===== src/rtl/lsu_ctrl.sv =====
// RV32I load/store sequencer: one access at a time. Response 3 cycles after accept with immediate gnt/rvalid, 1 cycle for errors.
// Backpressure: req_ready_o only in IDLE. Waits on mem_gnt_i up to GNT_TIMEOUT cycles, then waits on mem_rvalid_i without limit.
module lsu_ctrl #(
   parameter int GNT_TIMEOUT = 16
) (
   input  logic        clk_i,
   input  logic        rst_ni,
   input  logic        req_valid_i,
   output logic        req_ready_o,
   input  logic        we_i,
   input  logic [2:0]  funct3_i,
   input  logic [31:0] addr_i,
   input  logic [31:0] wdata_i,
   output logic        rsp_valid_o,
   output logic        rsp_err_o,
   output logic [31:0] rdata_o,
   output logic        mem_req_o,
   output logic        mem_we_o,
   output logic [31:0] mem_addr_o,
   output logic [3:0]  mem_be_o,
   output logic [31:0] mem_wdata_o,
   input  logic        mem_gnt_i,
   input  logic        mem_rvalid_i,
   input  logic [31:0] mem_rdata_i
);

   localparam int CW = $clog2(GNT_TIMEOUT + 1);

   localparam logic [1:0] S_IDLE = 2'd0;
   localparam logic [1:0] S_REQ  = 2'd1;
   localparam logic [1:0] S_WAIT = 2'd2;
   localparam logic [1:0] S_RESP = 2'd3;

   typedef struct packed {
      logic        we;
      logic [2:0]  funct3;
      logic [31:0] addr;
      logic [31:0] wdata;
   } req_t;

   logic [1:0]    r_state;
   req_t          r_req;
   logic [CW-1:0] r_cnt;
   logic          r_err;
   logic [31:0]   r_rdata;

   logic          w_legal;
   logic [1:0]    w_off;
   logic [3:0]    w_be;
   logic [31:0]   w_wdata;
   logic [31:0]   w_lane;
   logic [31:0]   w_ldata;
   logic          w_in_req;
   logic          w_in_resp;

   // Legality is judged on the live inputs so an illegal access never reaches REQ.
   always_comb begin
      w_legal = 1'b0;
      if (we_i) begin
         case (funct3_i)
            3'b000:  w_legal = 1'b1;
            3'b001:  w_legal = ~addr_i[0];
            3'b010:  w_legal = (addr_i[1:0] == 2'b00);
            default: w_legal = 1'b0;
         endcase
      end else begin
         case (funct3_i)
            3'b000, 3'b100: w_legal = 1'b1;
            3'b001, 3'b101: w_legal = ~addr_i[0];
            3'b010:         w_legal = (addr_i[1:0] == 2'b00);
            default:        w_legal = 1'b0;
         endcase
      end
   end

   assign w_off = r_req.addr[1:0];

   always_comb begin
      w_be    = 4'b1111;
      w_wdata = r_req.wdata;
      case (r_req.funct3[1:0])
         2'b00: begin
            w_be    = 4'b0001 << w_off;
            w_wdata = {4{r_req.wdata[7:0]}};
         end
         2'b01: begin
            w_be    = 4'b0011 << w_off;
            w_wdata = {2{r_req.wdata[15:0]}};
         end
         default: begin
            w_be    = 4'b1111;
            w_wdata = r_req.wdata;
         end
      endcase
   end

   assign w_lane = mem_rdata_i >> {w_off, 3'b000};

   always_comb begin
      w_ldata = '0;
      case (r_req.funct3)
         3'b000:  w_ldata = {{24{w_lane[7]}}, w_lane[7:0]};
         3'b001:  w_ldata = {{16{w_lane[15]}}, w_lane[15:0]};
         3'b010:  w_ldata = w_lane;
         3'b100:  w_ldata = {24'd0, w_lane[7:0]};
         3'b101:  w_ldata = {16'd0, w_lane[15:0]};
         default: w_ldata = '0;
      endcase
   end

   always_ff @(posedge clk_i or negedge rst_ni) begin
      if (!rst_ni) begin
         r_state <= S_IDLE;
         r_req   <= '0;
         r_cnt   <= '0;
         r_err   <= 1'b0;
         r_rdata <= '0;
      end else begin
         case (r_state)
            S_IDLE: begin
               if (req_valid_i) begin
                  r_req   <= {we_i, funct3_i, addr_i, wdata_i};
                  r_cnt   <= '0;
                  r_rdata <= '0;
                  r_err   <= ~w_legal;
                  r_state <= w_legal ? S_REQ : S_RESP;
               end
            end
            S_REQ: begin
               // A grant on the final allowed cycle still wins over the timeout.
               if (mem_gnt_i) begin
                  r_state <= S_WAIT;
               end else if (r_cnt == CW'(GNT_TIMEOUT - 1)) begin
                  r_err   <= 1'b1;
                  r_state <= S_RESP;
               end else begin
                  r_cnt <= r_cnt + CW'(1);
               end
            end
            S_WAIT: begin
               if (mem_rvalid_i) begin
                  r_rdata <= r_req.we ? 32'd0 : w_ldata;
                  r_state <= S_RESP;
               end
            end
            default: begin
               r_state <= S_IDLE;
               r_err   <= 1'b0;
               r_rdata <= '0;
            end
         endcase
      end
   end

   assign w_in_req  = (r_state == S_REQ);
   assign w_in_resp = (r_state == S_RESP);

   assign req_ready_o = (r_state == S_IDLE);
   assign rsp_valid_o = w_in_resp;
   assign rsp_err_o   = w_in_resp & r_err;
   assign rdata_o     = w_in_resp ? r_rdata : 32'd0;

   assign mem_req_o   = w_in_req;
   assign mem_we_o    = w_in_req & r_req.we;
   assign mem_addr_o  = w_in_req ? {r_req.addr[31:2], 2'b00} : 32'd0;
   assign mem_be_o    = w_in_req ? w_be : 4'd0;
   assign mem_wdata_o = (w_in_req && r_req.we) ? w_wdata : 32'd0;

endmodule

===== config.mk =====
export PLATFORM = sky130hd
export DESIGN_NAME = lsu_ctrl
export DESIGN_NICKNAME = d
export VERILOG_FILES = /design/src/rtl/lsu_ctrl.sv
export SDC_FILE = /design/constraint.sdc
export NUM_CORES = 1
export LEC_CHECK = 0
export BUFFER_PORTS_ARGS = -buffer_cell sky130_fd_sc_hd__buf_2
export CAP_MARGIN = 30
export CORE_UTILIZATION = 50
export CTS_CLUSTER_DIAMETER = 50
export DETAILED_ROUTE_END_ITERATION = 7
export PLACE_DENSITY = 0.8
export SLEW_MARGIN = 20
export SYNTH_ARGS = -nofsm -noshare
export SYNTH_HDL_FRONTEND = slang
export SYNTH_SLANG_ARGS = --single-unit
export TNS_END_PERCENT = 30

===== constraint.sdc =====
create_clock -name clk_i -period 2.55 [get_ports clk_i]
set_input_delay 0.255 -clock clk_i [delete_from_list [all_inputs] [get_ports clk_i]]
set_output_delay 0.255 -clock clk_i [all_outputs]
set_load 0.005 [all_outputs]

==> results.md, run 1 <==
- Nets: 856
- CP endpoint: mem_wdata_o[8]
- Critical path depth in cells: 7
- Area grow syn2layout: 24.4%
- Vias per Instance: 5.49
- Buf/Inv on CP: 4
- Final TNS setup: 0 ns
- Clk_lat worst skew: 0.35 ns
- WL per Instance: 17.2 um
- Reg area: 2700 um^2
- Largest net degree at the start of global routing: 63
- Final Skew: 0.00478 ns
- Core ar.: 11400 um^2
- Minimum clock period: 2.36 ns
- IO Port Bufs: 207
- Drt first pass iters: 5
- Clock Sinks: 108
- Hpwl dp: 11.3 mm
- Worst stage delay on the critical path: 0.40 ns
- Hold_buf cts: 0
- Clk root buf: clkbuf_16
- GR Overflow Total: 0
- Unique masters post-synth: 44
- R2R depth: 7
- Layout cell share with drive strength beyond 1: 0.440
- DP Worst Slack: 0.231 ns
- Hold Fails Final Rpt: 0
- Final wirelength: 15.4 mm
- Post-Syn Area: 5860 um^2
- Critical Path Slowest Stage Cell: dfrtp_1
- Leading cell type in the layout, fill and taps excluded: buf_2
- Max Clk Rate: 424 MHz
- RSZ-0062 raised after global routing: no
- Cell repeated most along the worst path: buf_4
- Chip width: 110 um
- H-tree level count: 3
- Critical path class: reg2out
- Area of the multi-input gates: 2940 um^2
- CP arrival: 2.10 ns
- Crit path cell chain: inv_1 > ha_1 > buf_4 > nand2_1 > buf_4 > a21oi_1 > buf_2
- Max cap viols: 0
- Req. time, crit path: 2.30 ns
- Number of CTS-inserted buffers: 9
- Fillers: 937
- Row count: 39
- DR vias: 4899
- Crit-path max FO: 49
- Clock buffer depth: 2
- Worst-path clk slew: 0.07 ns
- Die height: 110 um
- CP startpoint: r_state[1]$_DFFE_PN0P_
- Worst r2r src: r_state[0]$_DFFE_PN0P_
- Avg Cell Area, Syn: 10.6 um^2
- R2r endpoint: r_rdata[25]$_DFFE_PN0P_
- CTS tree: yes
- Gr usage total: 0.256
- Yosys reg bits: 108
- Ports: 210
- P_leak: 3.83 nW
- Slew HR: 0.467
- Register area share after synthesis: 0.461
- Reg2reg setup slack: 0.20 ns
- First-pass GRT wire length: 23.5 mm
- CP Capture Type: output pin
- Initial antenna violation count: 1
- Routed Antenna Nets: 0
- Status: complete, no violations
- Setup bufs post-CTS: 0
- Total Die Area: 12200 um^2
- Vias in the first global route: 4783
- Hold crit path type: in2async
- Pins over their slew limit: 0
- Tcrit/Tclk final: 0.924
- Startpoint Class: flip-flop
- Commonest non-fill, non-tap cells in the layout: 206 x buf_2, 108 x dfrtp_1, 78 x mux2_2
- Mapped Cells: 553
- Post_cts resized: 0
- Gpl congestion: 0.900
- Ys Warns: 0
- DRC: 0
- Slack of the critical path: 0.193 ns
- Delay-heaviest family, CP: buffers and inverters
- PwrDens: 1100 nW/um^2
- Starting Density: 0.514
- DRT iter0 DRCs: 232
- Final Setup Violations: 0
- Worst slew pin tran: 0.800 ns
- Max VDD drop: 0.556 mV
-- through the flow --
stage | instance area (um^2) | util | cells | hold WS, ns | power (W)
2_1_floorplan | 5870 | - | 554 | -0.0406 | 0.00548
3_3_place_gp | 7020 | 0.615 | 877 | 0.378 | 0.00653
3_5_place_dp | 7020 | 0.615 | 877 | 0.389 | 0.00671
4_1_cts | 7290 | 0.639 | 891 | 0.0216 | 0.00807
5_1_grt | 7290 | 0.639 | 891 | 0.0591 | 0.00858
6_report | 7300 | 0.639 | 892 | 0.00261 | 0.00803
-- cell families (layout without fill, tap and decap cells) --
kind of cell	after synthesis	count (layout)	synth area share
AOI/OAI and AO/OA	98	98	0.112
adders and majority gates	6	6	0.0128
buffers and inverters	49	243	0.0390
DFF	108	108	0.461
muxes	113	113	0.210
other	1	3	0.000639
and+or+nand+nor	178	178	0.165
-- worst min path at each step --
stage / from / end / slack [ns] / cells after the start
finish: rst_ni / r_rdata[29]$_DFFE_PN0P_ / 0.003 / 2
floorplan: rst_ni / r_cnt[0]$_DFFE_PN0P_ / -0.04 / 0
detailed placement: rst_ni / r_rdata[29]$_DFFE_PN0P_ / 0.39 / 2
global route: rst_ni / r_req[65]$_DFFE_PN0P_ / 0.06 / 2
CTS: rst_ni / r_req[65]$_DFFE_PN0P_ / 0.02 / 2
global placement: rst_ni / r_cnt[2]$_DFFE_PN0P_ / 0.38 / 2
-- registers in the layout (all words and copies together), names as in the netlist --
signal,flops
r_state,2
r_rdata,32
r_err,1
r_req,68
r_cnt,5
-- cell type report --
cell class              instances  area share
well taps                     143      0.0245
clock buffers                  12      0.0324
repair buffers                224       0.162
clock inverters                 2     0.00514
multi-input cells             397       0.403
diodes                          1    0.000343
flip-flops and latches        108       0.370
inverters                       5     0.00257
-- layer usage --
layer  part of all wire  wire length, um  track usage  vias to the layer above
met4              0.018              273       0.0893                        0
li1                   -                -            -                     2315
met5                  0                0            0                        -
met1               0.41             6290        0.310                     2367
met2               0.49             7570        0.440                      193
met3              0.080             1220       0.0694                       24
-- Yosys cell counts (all sizes together) --
library cell	count	area share
nand2	20	0.013
or3	3	0.0032
nand4b	1	0.0015
a221o	16	0.029
o21a	3	0.0038
ha	6	0.013
and2	63	0.067
a22oi	1	0.0013
a211o	8	0.012
o211ai	1	0.0013
buf	17	0.019
dfrtp	108	0.46
a31o	1	0.0015
and3	9	0.0096
o41ai	1	0.0015
nand4	1	0.0011
o21ai	24	0.020
nand3b	2	0.0026
o22a	2	0.0030
nor2	59	0.038
a211oi	2	0.0026
nor3	3	0.0034
nor4b	1	0.0041
and4b	1	0.0017
nor4	1	0.0011
inv	5	0.0032
nor3b	1	0.0021
and3b	1	0.0015
conb	1	0.00064
mux2	78	0.15
clkbuf	27	0.017
mux2i	35	0.060
a21oi	35	0.030
a221oi	4	0.0060
nand2b	4	0.0055
nor2b	8	0.0098
-- power breakdown --
part / switching [W] / internal, W / total (W)
Sequential: 0.000520 / 0.00242 / 0.00294
Combinational: 0.00191 / 0.00184 / 0.00375
Clock: 0.000587 / 0.000752 / 0.00134
-- worst reg2reg max path: cells and delay by family, from the launching register on --
kind,cells,cell delay (ns)
and+or+nand+nor,4,1.32
buffers and inverters,1,0.09
AOI/OAI and AO/OA,1,0.21
DFF,1,0.39
adders and majority gates,1,0.26
Power figures use the tool's default switching activity.
==> run 2: changes to the inputs <==
--- a/config.mk
+++ b/config.mk
@@ -7,10 +7,10 @@
 export LEC_CHECK = 0
 export BUFFER_PORTS_ARGS = -buffer_cell sky130_fd_sc_hd__buf_2
 export CAP_MARGIN = 30
-export CORE_UTILIZATION = 50
+export CORE_UTILIZATION = 54
 export CTS_CLUSTER_DIAMETER = 50
 export DETAILED_ROUTE_END_ITERATION = 7
-export PLACE_DENSITY = 0.8
+export PLACE_DENSITY = 0.86
 export SLEW_MARGIN = 20
 export SYNTH_ARGS = -nofsm -noshare
 export SYNTH_HDL_FRONTEND = slang
==> constraint.sdc (replaced) <==
create_clock -name clk_i -period 2.98 [get_ports clk_i]
set_input_delay 0.298 -clock clk_i [delete_from_list [all_inputs] [get_ports clk_i]]
set_output_delay 0.298 -clock clk_i [all_outputs]
set_load 0.005 [all_outputs]
==> results.md, run 2 (synthesis gave the netlist of run 1 again) <==
- Logic pwr share: 0.488
- CP arrival: 2.29 ns
- Slew HR: 0.490
- Pins over their slew limit: 0
- Gr usage total: 0.278
- Crit-path max FO: 49
- Worst slew pin tran: 0.763 ns
- P_leak: 3.76 nW
- Max VDD drop: 0.501 mV
- Clock power frac: 0.122
- Critical path class: reg2out
- Chip width: 106 um
- Clock buffer depth: 2
- Tcrit/Tclk final: 0.869
- DRC: 0
- CP Capture Type: output pin
- Minimum clock period: 2.59 ns
- DRT iter0 DRCs: 311
- Routed Antenna Nets: 0
- Die height: 106 um
- Core ar.: 10400 um^2
- Clk_lat worst skew: 0.38 ns
- CTS tree: yes
- Commonest non-fill, non-tap cells in the layout: 206 x buf_2, 108 x dfrtp_1, 78 x mux2_2
- Max Clk Rate: 386 MHz
- Startpoint Class: flip-flop
- R2R depth: 7
- Total Die Area: 11300 um^2
- DR vias: 5016
- First-pass GRT wire length: 24.5 mm
- DP Worst Slack: 0.492 ns
- Clock Sinks: 108
- Crit path cell chain: inv_1 > ha_1 > buf_4 > nand2_2 > a21oi_1 > buf_2
- Leading cell type in the layout, fill and taps excluded: buf_2
- Hold path cells: 2
- Starting Density: 0.563
- Hold Fails Final Rpt: 0
- CP startpoint: r_state[1]$_DFFE_PN0P_
- Worst-path clk slew: 0.10 ns
- Reg2reg setup slack: 0.50 ns
- Req. time, crit path: 2.68 ns
- Status: complete, no violations
- Sequential share of power: 0.391
- Largest reg by FF count: r_req
- GR Overflow Total: 0
- Largest regs: r_req x68, r_rdata x32, r_cnt x5
- Area grow syn2layout: 22.0%
- Critical Path Slowest Stage Cell: dfrtp_1
- Pint: 0.00392 W
- Drt first pass iters: 5
- Final TNS setup: 0 ns
- Gpl congestion: 0.886
- Clk root buf: clkbuf_8
- Hold crit path type: in2reg
- Max FFs per register: 68
- Switching share of total power: 0.396
- Vias in the first global route: 5002
- P_sw: 0.00257 W
- Ports: 210
- IO Port Bufs: 207
- Final wirelength: 15.5 mm
- Final Skew: 0.0114 ns
- Slack of the critical path: 0.390 ns
- Hpwl dp: 11.4 mm
- WL per Instance: 17.6 um
- Row count: 37
- Worst r2r src: r_state[1]$_DFFE_PN0P_
- H-tree level count: 3
- R2r endpoint: r_rdata[19]$_DFFE_PN0P_
- Hold_sp: wdata_i[30]
- Nets: 851
- Number of CTS-inserted buffers: 9
- Layout cell share with drive strength beyond 1: 0.436
- Max cap viols: 0
- Setup bufs post-CTS: 0
- Worst Hold Path EP: r_req[30]$_DFFE_PN0P_
- Initial antenna violation count: 2
- Worst stage delay on the critical path: 0.42 ns
- PwrDens: 907 nW/um^2
- Final Setup Violations: 0
- RSZ-0062 raised after global routing: no
- Largest net degree at the start of global routing: 69
- Vias per Instance: 5.69
## run 2: critical path, delay by kind of cell (launching register included)
family / cells / cell delay [ns]
flops: 1 / 0.42
simple gates: 1 / 0.40
buf+inv: 3 / 0.64
compound gates: 1 / 0.25
fa+ha+maj: 1 / 0.19
## run 2: final cells by class
cell class | count | area [um^2]
Fill cell | 792 | 3260
Multi-Input combinational cell | 397 | 2940
Sequential cell | 108 | 2700
Inverter | 5 | 18.8
Clock inverter | 2 | 12.5
Tap cell | 136 | 170
Timing Repair Buffer | 219 | 1160
Clock buffer | 12 | 145
Antenna cell | 2 | 5.00
## run 2: layer usage
metal	global-route usage	share of wire
met5	0	0
met3	0.0650	0.079
met1	0.336	0.39
met2	0.474	0.51
met4	0.122	0.022
## run 2: power groups by stage
stage / registers, W / logic [W] / clock network (W)
after floorplan: 0.00233 / 0.00236 / 0
after global placement: 0.00249 / 0.00304 / 0
after detailed placement: 0.00255 / 0.00314 / 0
after CTS: 0.00252 / 0.00316 / 0.000801
after global routing: 0.00262 / 0.00345 / 0.000859
final: 0.00254 / 0.00317 / 0.000790
## run 2: worst max path at each step
stage,end,slack (ns),depth (start not counted)
5_1_grt,mem_wdata_o[8],0.17,6
6_report,mem_wdata_o[8],0.39,6
4_1_cts,mem_wdata_o[8],0.06,6
3_3_place_gp,r_rdata[26]$_DFFE_PN0P_,0.64,7
2_1_floorplan,r_rdata[30]$_DFFE_PN0P_,0.71,12
3_5_place_dp,mem_wdata_o[8],0.49,6
## run 2: metrics by stage
step | util | hold WS [ns] | instances | total power [W] | cell area (um^2)
2_1_floorplan | - | 0.00241 | 554 | 0.00469 | 5870
3_3_place_gp | 0.669 | 0.340 | 863 | 0.00553 | 6970
3_5_place_dp | 0.669 | 0.345 | 863 | 0.00569 | 6970
4_1_cts | 0.685 | 0.139 | 878 | 0.00648 | 7140
5_1_grt | 0.687 | 0.145 | 881 | 0.00693 | 7160
6_report | 0.687 | 0.149 | 881 | 0.00649 | 7160
## run 2: what timing repair did
item	4_1_cts	5_1_grt
endpoints found under the setup margin	0	24
hold buffers	1	0
gates resized for setup	0	1
endpoints found under the hold margin	43	0
